<file path="config.mk">
export PLATFORM = sky130hd
export DESIGN_NAME = board_io_ctrl_flat
export DESIGN_NICKNAME = d
export VERILOG_FILES = /design/src/rtl/board_io_ctrl_if.sv /design/src/rtl/board_io_ctrl.sv /design/src/flat_wrapper.sv
export SDC_FILE = /design/constraint.sdc
export NUM_CORES = 1
export LEC_CHECK = 0
export ABC_AREA = 1
export BUFFER_PORTS_ARGS = -buffer_cell sky130_fd_sc_hd__clkbuf_2
export CAP_MARGIN = 25
export CORE_MARGIN = 8
export CORE_UTILIZATION = 41
export DETAILED_ROUTE_END_ITERATION = 6
export PLACE_DENSITY = 0.61
export SLEW_MARGIN = 20
export SYNTH_ARGS = -nofsm -noshare
export SYNTH_HDL_FRONTEND = slang
export SYNTH_SLANG_ARGS = --single-unit
</file>
<file path="constraint.sdc">
create_clock -name clk -period 16.3 [get_ports clk]
set_input_delay 0.815 -clock clk [delete_from_list [all_inputs] [get_ports clk]]
set_output_delay 0.815 -clock clk [all_outputs]
set_load 0.05 [all_outputs]
</file>
<file path="src/rtl/board_io_ctrl_if.sv">
// Pin-side bundle of the board I/O controller: raw buttons, debounced button
// status, LED configuration strobe and the RGB PWM outputs.
interface board_io_ctrl_if #(
    parameter int NUM_BTNS = 2,
    parameter int NUM_LEDS = 2,
    parameter int PWM_BITS = 8
);
    localparam int IDX_W = (NUM_LEDS > 1) ? $clog2(NUM_LEDS) : 1;

    logic [NUM_BTNS-1:0]   btn_i;
    logic [NUM_BTNS-1:0]   btn_level_o;
    logic [NUM_BTNS-1:0]   btn_press_o;
    logic [NUM_BTNS-1:0]   btn_release_o;
    logic                  led_cfg_we_i;
    logic [IDX_W-1:0]      led_cfg_idx_i;
    logic [1:0]            led_cfg_mode_i;
    logic [3*PWM_BITS-1:0] led_cfg_rgb_i;
    logic [NUM_LEDS-1:0]   led_r_o;
    logic [NUM_LEDS-1:0]   led_g_o;
    logic [NUM_LEDS-1:0]   led_b_o;

    modport master (
        output btn_i,
        output led_cfg_we_i,
        output led_cfg_idx_i,
        output led_cfg_mode_i,
        output led_cfg_rgb_i,
        input  btn_level_o,
        input  btn_press_o,
        input  btn_release_o,
        input  led_r_o,
        input  led_g_o,
        input  led_b_o
    );

    modport slave (
        input  btn_i,
        input  led_cfg_we_i,
        input  led_cfg_idx_i,
        input  led_cfg_mode_i,
        input  led_cfg_rgb_i,
        output btn_level_o,
        output btn_press_o,
        output btn_release_o,
        output led_r_o,
        output led_g_o,
        output led_b_o
    );
endinterface

</file>
<file path="src/rtl/board_io_ctrl.sv">
// Board I/O controller: debounced push-buttons with press/release pulses and
// PWM-driven RGB LEDs with off/solid/blink/breathe modes.
module board_io_ctrl #(
    parameter int NUM_BTNS        = 2,
    parameter int NUM_LEDS        = 2,
    parameter int PWM_BITS        = 8,
    parameter int DEBOUNCE_CYCLES = 125000,
    parameter int BLINK_DIV_BITS  = 23
) (
    input  logic           clk,
    input  logic           rst_n,
    board_io_ctrl_if.slave io
);

    localparam int IDX_W = (NUM_LEDS > 1) ? $clog2(NUM_LEDS) : 1;
    localparam int DB_W  = $clog2(DEBOUNCE_CYCLES);

    localparam logic [DB_W-1:0]     DB_LAST = DB_W'(DEBOUNCE_CYCLES - 1);
    localparam logic [PWM_BITS-1:0] PWM_MAX = '1;

    localparam logic [1:0] MODE_OFF     = 2'b00;
    localparam logic [1:0] MODE_SOLID   = 2'b01;
    localparam logic [1:0] MODE_BLINK   = 2'b10;
    localparam logic [1:0] MODE_BREATHE = 2'b11;

    localparam logic [0:0] RAMP_UP   = 1'b0;
    localparam logic [0:0] RAMP_DOWN = 1'b1;

    logic [NUM_BTNS-1:0] sync_1;
    logic [NUM_BTNS-1:0] sync_2;
    logic [NUM_BTNS-1:0] btn_level;
    logic [NUM_BTNS-1:0] btn_press;
    logic [NUM_BTNS-1:0] btn_release;
    logic [DB_W-1:0]     db_cnt [NUM_BTNS];

    logic [1:0]          led_mode [NUM_LEDS];
    logic [PWM_BITS-1:0] duty_r   [NUM_LEDS];
    logic [PWM_BITS-1:0] duty_g   [NUM_LEDS];
    logic [PWM_BITS-1:0] duty_b   [NUM_LEDS];

    logic [PWM_BITS-1:0]       pwm_cnt;
    logic [PWM_BITS-1:0]       ramp;
    logic [0:0]                ramp_dir;
    logic [BLINK_DIV_BITS-1:0] blink_cnt;
    logic                      blink_off;

    logic [NUM_LEDS-1:0] r_on;
    logic [NUM_LEDS-1:0] g_on;
    logic [NUM_LEDS-1:0] b_on;
    logic [NUM_LEDS-1:0] led_r;
    logic [NUM_LEDS-1:0] led_g;
    logic [NUM_LEDS-1:0] led_b;

    always_ff @(posedge clk or negedge rst_n) begin
        if (!rst_n) begin
            sync_1 <= '0;
            sync_2 <= '0;
        end else begin
            sync_1 <= io.btn_i;
            sync_2 <= sync_1;
        end
    end

    // A level change is accepted only after DEBOUNCE_CYCLES consecutive disagreeing samples.
    always_ff @(posedge clk or negedge rst_n) begin
        if (!rst_n) begin
            for (int b = 0; b < NUM_BTNS; b++) begin
                db_cnt[b] <= '0;
            end
            btn_level   <= '0;
            btn_press   <= '0;
            btn_release <= '0;
        end else begin
            for (int b = 0; b < NUM_BTNS; b++) begin
                btn_press[b]   <= 1'b0;
                btn_release[b] <= 1'b0;
                if (sync_2[b] == btn_level[b]) begin
                    db_cnt[b] <= '0;
                end else if (db_cnt[b] == DB_LAST) begin
                    db_cnt[b]      <= '0;
                    btn_level[b]   <= ~btn_level[b];
                    btn_press[b]   <= ~btn_level[b];
                    btn_release[b] <= btn_level[b];
                end else begin
                    db_cnt[b] <= db_cnt[b] + 1'b1;
                end
            end
        end
    end

    assign io.btn_level_o   = btn_level;
    assign io.btn_press_o   = btn_press;
    assign io.btn_release_o = btn_release;

    always_ff @(posedge clk or negedge rst_n) begin
        if (!rst_n) begin
            for (int i = 0; i < NUM_LEDS; i++) begin
                led_mode[i] <= MODE_OFF;
                duty_r[i]   <= '0;
                duty_g[i]   <= '0;
                duty_b[i]   <= '0;
            end
        end else begin
            for (int i = 0; i < NUM_LEDS; i++) begin
                if (io.led_cfg_we_i && (io.led_cfg_idx_i == IDX_W'(i))) begin
                    led_mode[i] <= io.led_cfg_mode_i;
                    duty_r[i]   <= io.led_cfg_rgb_i[3*PWM_BITS-1:2*PWM_BITS];
                    duty_g[i]   <= io.led_cfg_rgb_i[2*PWM_BITS-1:PWM_BITS];
                    duty_b[i]   <= io.led_cfg_rgb_i[PWM_BITS-1:0];
                end
            end
        end
    end

    always_ff @(posedge clk or negedge rst_n) begin
        if (!rst_n) begin
            pwm_cnt   <= '0;
            blink_cnt <= '0;
        end else begin
            pwm_cnt   <= pwm_cnt + 1'b1;
            blink_cnt <= blink_cnt + 1'b1;
        end
    end

    // Triangle ramp advances once per PWM period; each endpoint is held for one extra period.
    always_ff @(posedge clk or negedge rst_n) begin
        if (!rst_n) begin
            ramp     <= '0;
            ramp_dir <= RAMP_UP;
        end else if (pwm_cnt == PWM_MAX) begin
            if (ramp_dir == RAMP_UP) begin
                if (ramp == PWM_MAX) begin
                    ramp_dir <= RAMP_DOWN;
                end else begin
                    ramp <= ramp + 1'b1;
                end
            end else begin
                if (ramp == '0) begin
                    ramp_dir <= RAMP_UP;
                end else begin
                    ramp <= ramp - 1'b1;
                end
            end
        end
    end

    assign blink_off = blink_cnt[BLINK_DIV_BITS-1];

    function automatic logic [PWM_BITS-1:0] eff_duty(
        input logic [1:0]          mode,
        input logic [PWM_BITS-1:0] duty,
        input logic                blank,
        input logic [PWM_BITS-1:0] level
    );
        logic [2*PWM_BITS-1:0] prod;
        logic [PWM_BITS-1:0]   result;
        prod = {{PWM_BITS{1'b0}}, duty} * {{PWM_BITS{1'b0}}, level};
        case (mode)
            MODE_OFF:     result = '0;
            MODE_SOLID:   result = duty;
            MODE_BLINK:   result = blank ? '0 : duty;
            MODE_BREATHE: result = PWM_BITS'(prod >> PWM_BITS);
            default:      result = '0;
        endcase
        return result;
    endfunction

    always_comb begin
        r_on = '0;
        g_on = '0;
        b_on = '0;
        for (int i = 0; i < NUM_LEDS; i++) begin
            r_on[i] = pwm_cnt < eff_duty(led_mode[i], duty_r[i], blink_off, ramp);
            g_on[i] = pwm_cnt < eff_duty(led_mode[i], duty_g[i], blink_off, ramp);
            b_on[i] = pwm_cnt < eff_duty(led_mode[i], duty_b[i], blink_off, ramp);
        end
    end

    always_ff @(posedge clk or negedge rst_n) begin
        if (!rst_n) begin
            led_r <= '0;
            led_g <= '0;
            led_b <= '0;
        end else begin
            led_r <= r_on;
            led_g <= g_on;
            led_b <= b_on;
        end
    end

    assign io.led_r_o = led_r;
    assign io.led_g_o = led_g;
    assign io.led_b_o = led_b;

endmodule

</file>
<file path="src/flat_wrapper.sv">
// flat-port wrapper written by rule: the top's interface ports become plain ports
module board_io_ctrl_flat 
#(
    parameter int NUM_BTNS        = 2,
    parameter int NUM_LEDS        = 2,
    parameter int PWM_BITS        = 8,
    parameter int DEBOUNCE_CYCLES = 125000,
    parameter int BLINK_DIV_BITS  = 23
)
  (clk, rst_n, io_btn_i, io_led_cfg_we_i, io_led_cfg_idx_i, io_led_cfg_mode_i, io_led_cfg_rgb_i, io_btn_level_o, io_btn_press_o, io_btn_release_o, io_led_r_o, io_led_g_o, io_led_b_o);
  board_io_ctrl_if #(.NUM_BTNS(NUM_BTNS), .NUM_LEDS(NUM_LEDS), .PWM_BITS(PWM_BITS)) io_i ();
  input  logic clk;
  input  logic rst_n;
  input wire logic [$bits(io_i.btn_i)-1:0] io_btn_i;
  input wire logic [$bits(io_i.led_cfg_we_i)-1:0] io_led_cfg_we_i;
  input wire logic [$bits(io_i.led_cfg_idx_i)-1:0] io_led_cfg_idx_i;
  input wire logic [$bits(io_i.led_cfg_mode_i)-1:0] io_led_cfg_mode_i;
  input wire logic [$bits(io_i.led_cfg_rgb_i)-1:0] io_led_cfg_rgb_i;
  output wire logic [$bits(io_i.btn_level_o)-1:0] io_btn_level_o;
  output wire logic [$bits(io_i.btn_press_o)-1:0] io_btn_press_o;
  output wire logic [$bits(io_i.btn_release_o)-1:0] io_btn_release_o;
  output wire logic [$bits(io_i.led_r_o)-1:0] io_led_r_o;
  output wire logic [$bits(io_i.led_g_o)-1:0] io_led_g_o;
  output wire logic [$bits(io_i.led_b_o)-1:0] io_led_b_o;
  assign io_i.btn_i = io_btn_i;
  assign io_i.led_cfg_we_i = io_led_cfg_we_i;
  assign io_i.led_cfg_idx_i = io_led_cfg_idx_i;
  assign io_i.led_cfg_mode_i = io_led_cfg_mode_i;
  assign io_i.led_cfg_rgb_i = io_led_cfg_rgb_i;
  assign io_btn_level_o = io_i.btn_level_o;
  assign io_btn_press_o = io_i.btn_press_o;
  assign io_btn_release_o = io_i.btn_release_o;
  assign io_led_r_o = io_i.led_r_o;
  assign io_led_g_o = io_i.led_g_o;
  assign io_led_b_o = io_i.led_b_o;
  board_io_ctrl #(.NUM_BTNS(NUM_BTNS), .NUM_LEDS(NUM_LEDS), .PWM_BITS(PWM_BITS), .DEBOUNCE_CYCLES(DEBOUNCE_CYCLES), .BLINK_DIV_BITS(BLINK_DIV_BITS)) u_core (.clk(clk), .rst_n(rst_n), .io(io_i));
endmodule
</file>
# Word level (Yosys, flattened, before mapping)
# Index checks and enable logic that the tools add are counted.
# classes
n_reduce_logical	8
multipliers	6
n_eq_ne	14
muxes	30
order_cmp	6
bitwise_logic	5
n_addsub	6
# op_table
cell	n
$pmux W8 S4	6
$mul A8 B8 Y16	6
$mux W8	9
$mux W17	4
$lt A8 B8 Y1	6
$add A17 B1 Y17 const B	2
$eq A17 B17 Y1 const B	2
$add A23 B1 Y23 const B	1
$add A8 B1 Y8 const B	2
$eq A8 B8 Y1 const B	2
$mux W1	11
$eq A2 B2 Y1 const B	4
$logic_not A8 Y1	1
$sub A8 B1 Y8 const B	1
$not A1 Y1	5
$eq A2 B1 Y1 const B	2
$logic_not A2 Y1	2
$reduce_and A2 Y1	2
$reduce_and A3 Y1	1
$eq A1 B1 Y1	2
$logic_and A1 B1 Y1	2
$ne A2 B1 Y1 const B	1
$ne A2 B2 Y1 const B	1
# totals
out_inout_bits	12
input_bits	32
elab_cells	98
reg_bits	142

# Longest topological paths before layout
# depth
depth_word	3
depth_mapped	31
depth_no_buf	29

# Least setup slack after synthesis
# No wires, ideal clock.
# synth_timing
path_type	reg-to-reg
startpoint	register u_core.ramp[7]
endpoint	register u_core.led_r[1], in the netlist u_core.io.led_r_o[1]
path_stages_with_launch	29
path_slack_ns	10.984
arrival_ns	5.193
setup_ns	0.123
path_cell_list	dfrtp_1 clkbuf_1 clkbuf_1 buf_1 nand2_1 fa_1 fa_1 inv_1 fa_1 inv_1 fa_1 inv_1 ha_1 nand2_1 inv_1 a21oi_1 nand2_1 a21oi_1 o21ai_1 nand2_1 nand2_1 nand2_1 nand3_1 nand2_1 inv_1 ha_1 nand2_1 o21ai_0 a21oi_1
# synth_via
elab_chain_cells	3
# synth_rtl
element	line	source
from (decl)	board_io_ctrl.sv:42	logic [PWM_BITS-1:0] ramp;
from (signal assigned)	board_io_ctrl.sv:135	ramp <= ramp + 1'b1;
from (signal assigned)	board_io_ctrl.sv:141	ramp <= ramp - 1'b1;
$mul A8 B8 Y16	board_io_ctrl.sv:157	prod = {{PWM_BITS{1'b0}}, duty} * {{PWM_BITS{1'b0}}, level};
$pmux W8 S4	board_io_ctrl.sv:158	case (mode)
$lt A8 B8 Y1	board_io_ctrl.sv:173	r_on[i] = pwm_cnt < eff_duty(led_mode[i], duty_r[i], blink_off, ramp);
net u_core.r_on[1]	board_io_ctrl.sv:47	logic [NUM_LEDS-1:0] r_on;
to (signal assigned)	board_io_ctrl.sv:185	led_r <= r_on;
to (decl)	board_io_ctrl.sv:50	logic [NUM_LEDS-1:0] led_r;
# The timed path passes the listed nets, and every way through them passes these cells.
# A chain may end at the register's enable or synchronous reset.

# Worst setup path after layout
# layout_timing
startpoint	register u_core.ramp[7]
endpoint	register u_core.led_g[1], in the netlist u_core.io.led_g_o[1]
# layout_via
elab_chain_cells	3
# layout_rtl
element	line	source
$mul A8 B8 Y16	board_io_ctrl.sv:157	
$pmux W8 S4	board_io_ctrl.sv:158	
$lt A8 B8 Y1	board_io_ctrl.sv:174	g_on[i] = pwm_cnt < eff_duty(led_mode[i], duty_g[i], blink_off, ramp);
net u_core.g_on[1]	board_io_ctrl.sv:48	logic [NUM_LEDS-1:0] g_on;
to (signal assigned)	board_io_ctrl.sv:186	led_g <= g_on;
to (decl)	board_io_ctrl.sv:51	logic [NUM_LEDS-1:0] led_g;
# The timed path passes the listed nets, and every way through them passes these cells.

==> run_results.csv <==
group,metric,value,unit
run_status,outcome,"complete, no violations",
logic_synthesis,yosysWarnings,0,
clock_tree,cts_setup_buffers,0,
critical_path,path_common_cell,"nand2_1",
sta,worst_pin_slew,754,ps
clock_tree,numCtsBuffers,17,
grt,grt_pass1_wl,84600,um
place,globalplace.congestion,0.860,
sta,finalCriticalPeriod,5660,ps
die,dieArea,57400,sq um
layout,layout_commonest_cell,"inv_1",
critical_path,cpLargestDelayFamily,"adder cells",
clock_tree,clock-root-buffer,"clkbuf_16",
layout,drive_gt1_frac,0.0485,
critical_path,worst-path-buf-inv,6,
critical_path,worstSetupPathType,"flop to flop",
place,hpwl,38700,um
sta,fmax,0.177,GHz
grt,grt_max_degree,75,
clock_tree,cts.clk_slew.worst_paths,70,ps
clock_tree,clock-sinks,142,
clock_tree,clkLatencyLatePin,480,ps
sta,maxSlewHeadroom,0.497,
grt,grt_util_all_layers,0.183,
logic_synthesis,yosys_register_bits,142,
layout,seq_area,3560,sq um
pwr,p_leak,14.1,nW
place,placement.io_buffers,43,
min_path,hold_path_class,"primary input to asynchronous set/reset pin",
critical_path,required,16670,ps
logic_synthesis,ys_seq_area_frac,0.173,
place,placed_cells,3467,
detailed_routing,drc_errors,0,
sta,drv_slew,0,
die,ios,44,
detailed_routing,avgRoutedWirePerCell,14.4,um
logic_synthesis,synth_area_per_cell,7.19,sq um
logic_synthesis,async_reset_ff_frac,1.00,
critical_path,end_kind,"flop",
detailed_routing,first_pass_iters,6,
die,start_util,0.412,
critical_path,r2r_cells,26,
critical_path,critPathLaunchType,"flop",
layout,antenna_cells,0,
grt,grt_antenna_before_repair,0,
job,cap_violations,0,
sta,setup_viol,0,
logic_synthesis,netlist_area,20500,sq um
sta,timing.final.crit_share,0.348,
layout,nFillCells,5032,
clock_tree,cts_max_path_buffers,2,
detailed_routing,drt-total-wl,50200,um
critical_path,critPathLaunch,"u_core.ramp[7]$_DFFE_PN0P_",
critical_path,critical-path-max-stage-delay,630,ps
critical_path,arrival,6030,ps
logic_synthesis,syn_nets,3347,
clock_tree,cts_tree,"yes",
sta,tns,0,ps
detailed_routing,drtAntennaViolNets,0,
critical_path,cp_slowest_cell,"dfrtp_2",
sta,rsz0062_at_grt,"no",
detailed_routing,viasPerCell,4.83,
pwr,max-vdd-ir-drop,0.0786,mV
logic_synthesis,synth-edff-count,0,
detailed_routing,first_iter_violations,985,
critical_path,path_depth,26,
pwr,power.total,965,uW
die,core,49800,sq um
grt,grt-ovfl-total,0,
layout,fin_cells,3497,
clock_tree,htree_levels,4,
critical_path,reg2reg_from,"u_core.ramp[7]$_DFFE_PN0P_",
grt,grt_pass1_vias,17100,
die,die_height,240,um
clock_tree,cts_resized,0,
pwr,power_density,44.2,nW/um^2
die,rows,82,
sta,hold_violations,0,
layout,multi_input_area,13600,sq um
layout,final_nets,3307,
logic_synthesis,yosys.cell_types.count,51,
critical_path,cp_max_fo,32,
detailed_routing,num_vias,16900,
layout,final_cell_mix,"776 x inv_1, 750 x nand2_1, 250 x ha_1, 211 x fa_1, 147 x a21oi_1",
layout,syn_to_final_growth,6.43,%
logic_synthesis,synthCells,2854,
clock_tree,cts_hold_buf,0,
logic_synthesis,synth_flop_cell,"dfrtp_1",
die,fp.dieW,240,um
sta,clock_skew,11.7,ps
-- Yosys cell counts, drive strengths merged (4+ instances only) --
cell type | number | area [sq um]
nor2 | 113 | 512
nand4 | 13 | 103
nand3b | 4 | 30.0
or2 | 4 | 25.0
fa | 211 | 4220
nand2 | 757 | 2870
nor3b | 6 | 50.1
a21oi | 147 | 736
dfrtp | 142 | 3550
nor4 | 5 | 52.6
a22oi | 6 | 45.0
a211oi | 5 | 37.5
xor2 | 30 | 263
ha | 250 | 3130
o21ai | 110 | 551
nand3 | 94 | 508
o31ai | 5 | 37.5
clkbuf | 62 | 233
inv | 778 | 2920
nor3 | 24 | 125
xnor2 | 20 | 175
buf | 53 | 221
-- routing by layer --
layer / wire [um] / global-route usage
met5: 0 / 0
met4: 1310 / 0.0662
met3: 2680 / 0.0314
met2: 24100 / 0.309
met1: 22200 / 0.233
-- path summary, 6_finish.rpt --
check,end,slack (ps)
worst max-delay path,u_core.io.led_g_o[1]$_DFF_PN0_,10640
worst min-delay path,u_core.duty_r[12]$_DFFE_PN0P_,340
worst max register to register,u_core.io.led_g_o[1]$_DFF_PN0_,10640
worst min register to register,u_core.sync_2[1]$_DFF_PN0_,370
max in group asynchronous,u_core.ramp[1]$_DFFE_PN0P_,14770
min in group clk,u_core.sync_2[1]$_DFF_PN0_,370
-- flip-flops by register name, summed over array words and instances (netlist names) --
signal / flops
u_core.io.btn_press_o: 2
u_core.sync_1: 2
u_core.db_cnt: 34
u_core.led_mode: 4
u_core.pwm_cnt: 8
u_core.sync_2: 2
u_core.duty_g: 16
u_core.io.btn_level_o: 2
u_core.blink_cnt: 23
u_core.io.led_r_o: 2
u_core.duty_r: 16
u_core.ramp: 8
u_core.duty_b: 16
u_core.io.btn_release_o: 2
u_core.io.led_b_o: 2
u_core.io.led_g_o: 2
u_core.ramp_dir: 1
-- per-stage QoR --
stage	hold slack, ps	area [sq um]	setup WS [ps]	util
floorplan	331	20500	10980	-
global placement	338	21200	10650	0.427
detailed placement	337	21200	10630	0.427
CTS	332	21800	10620	0.439
global route	384	21800	10170	0.439
finish	338	21800	10640	0.439
-- where the power goes --
group | switching (mW) | internal [mW] | leakage [nW]
clock | 0.169 | 0.241 | 0.285
sequential | 0.0653 | 0.373 | 1.84
combinational | 0.0806 | 0.0346 | 12.0
-- cell type report --
type / instances / area share
Clock buffer: 17 / 0.0195
Clock inverter: 13 / 0.00808
Inverter: 779 / 0.134
Multi-Input combinational cell: 1818 / 0.622
Sequential cell: 142 / 0.163
Tap cell: 672 / 0.0385
Timing Repair Buffer: 56 / 0.0148
-- cell families after synthesis --
family | count (synthesis) | share of synthesized area
adders and majority gates | 461 | 0.358
xor gates and xnor gates | 50 | 0.0213
DFF | 142 | 0.173
and+or+nand+nor | 1021 | 0.209
buffers and inverters | 894 | 0.165
AOI/OAI and AO/OA | 286 | 0.0737
Note: power is estimated with default switching activity, not from simulation.
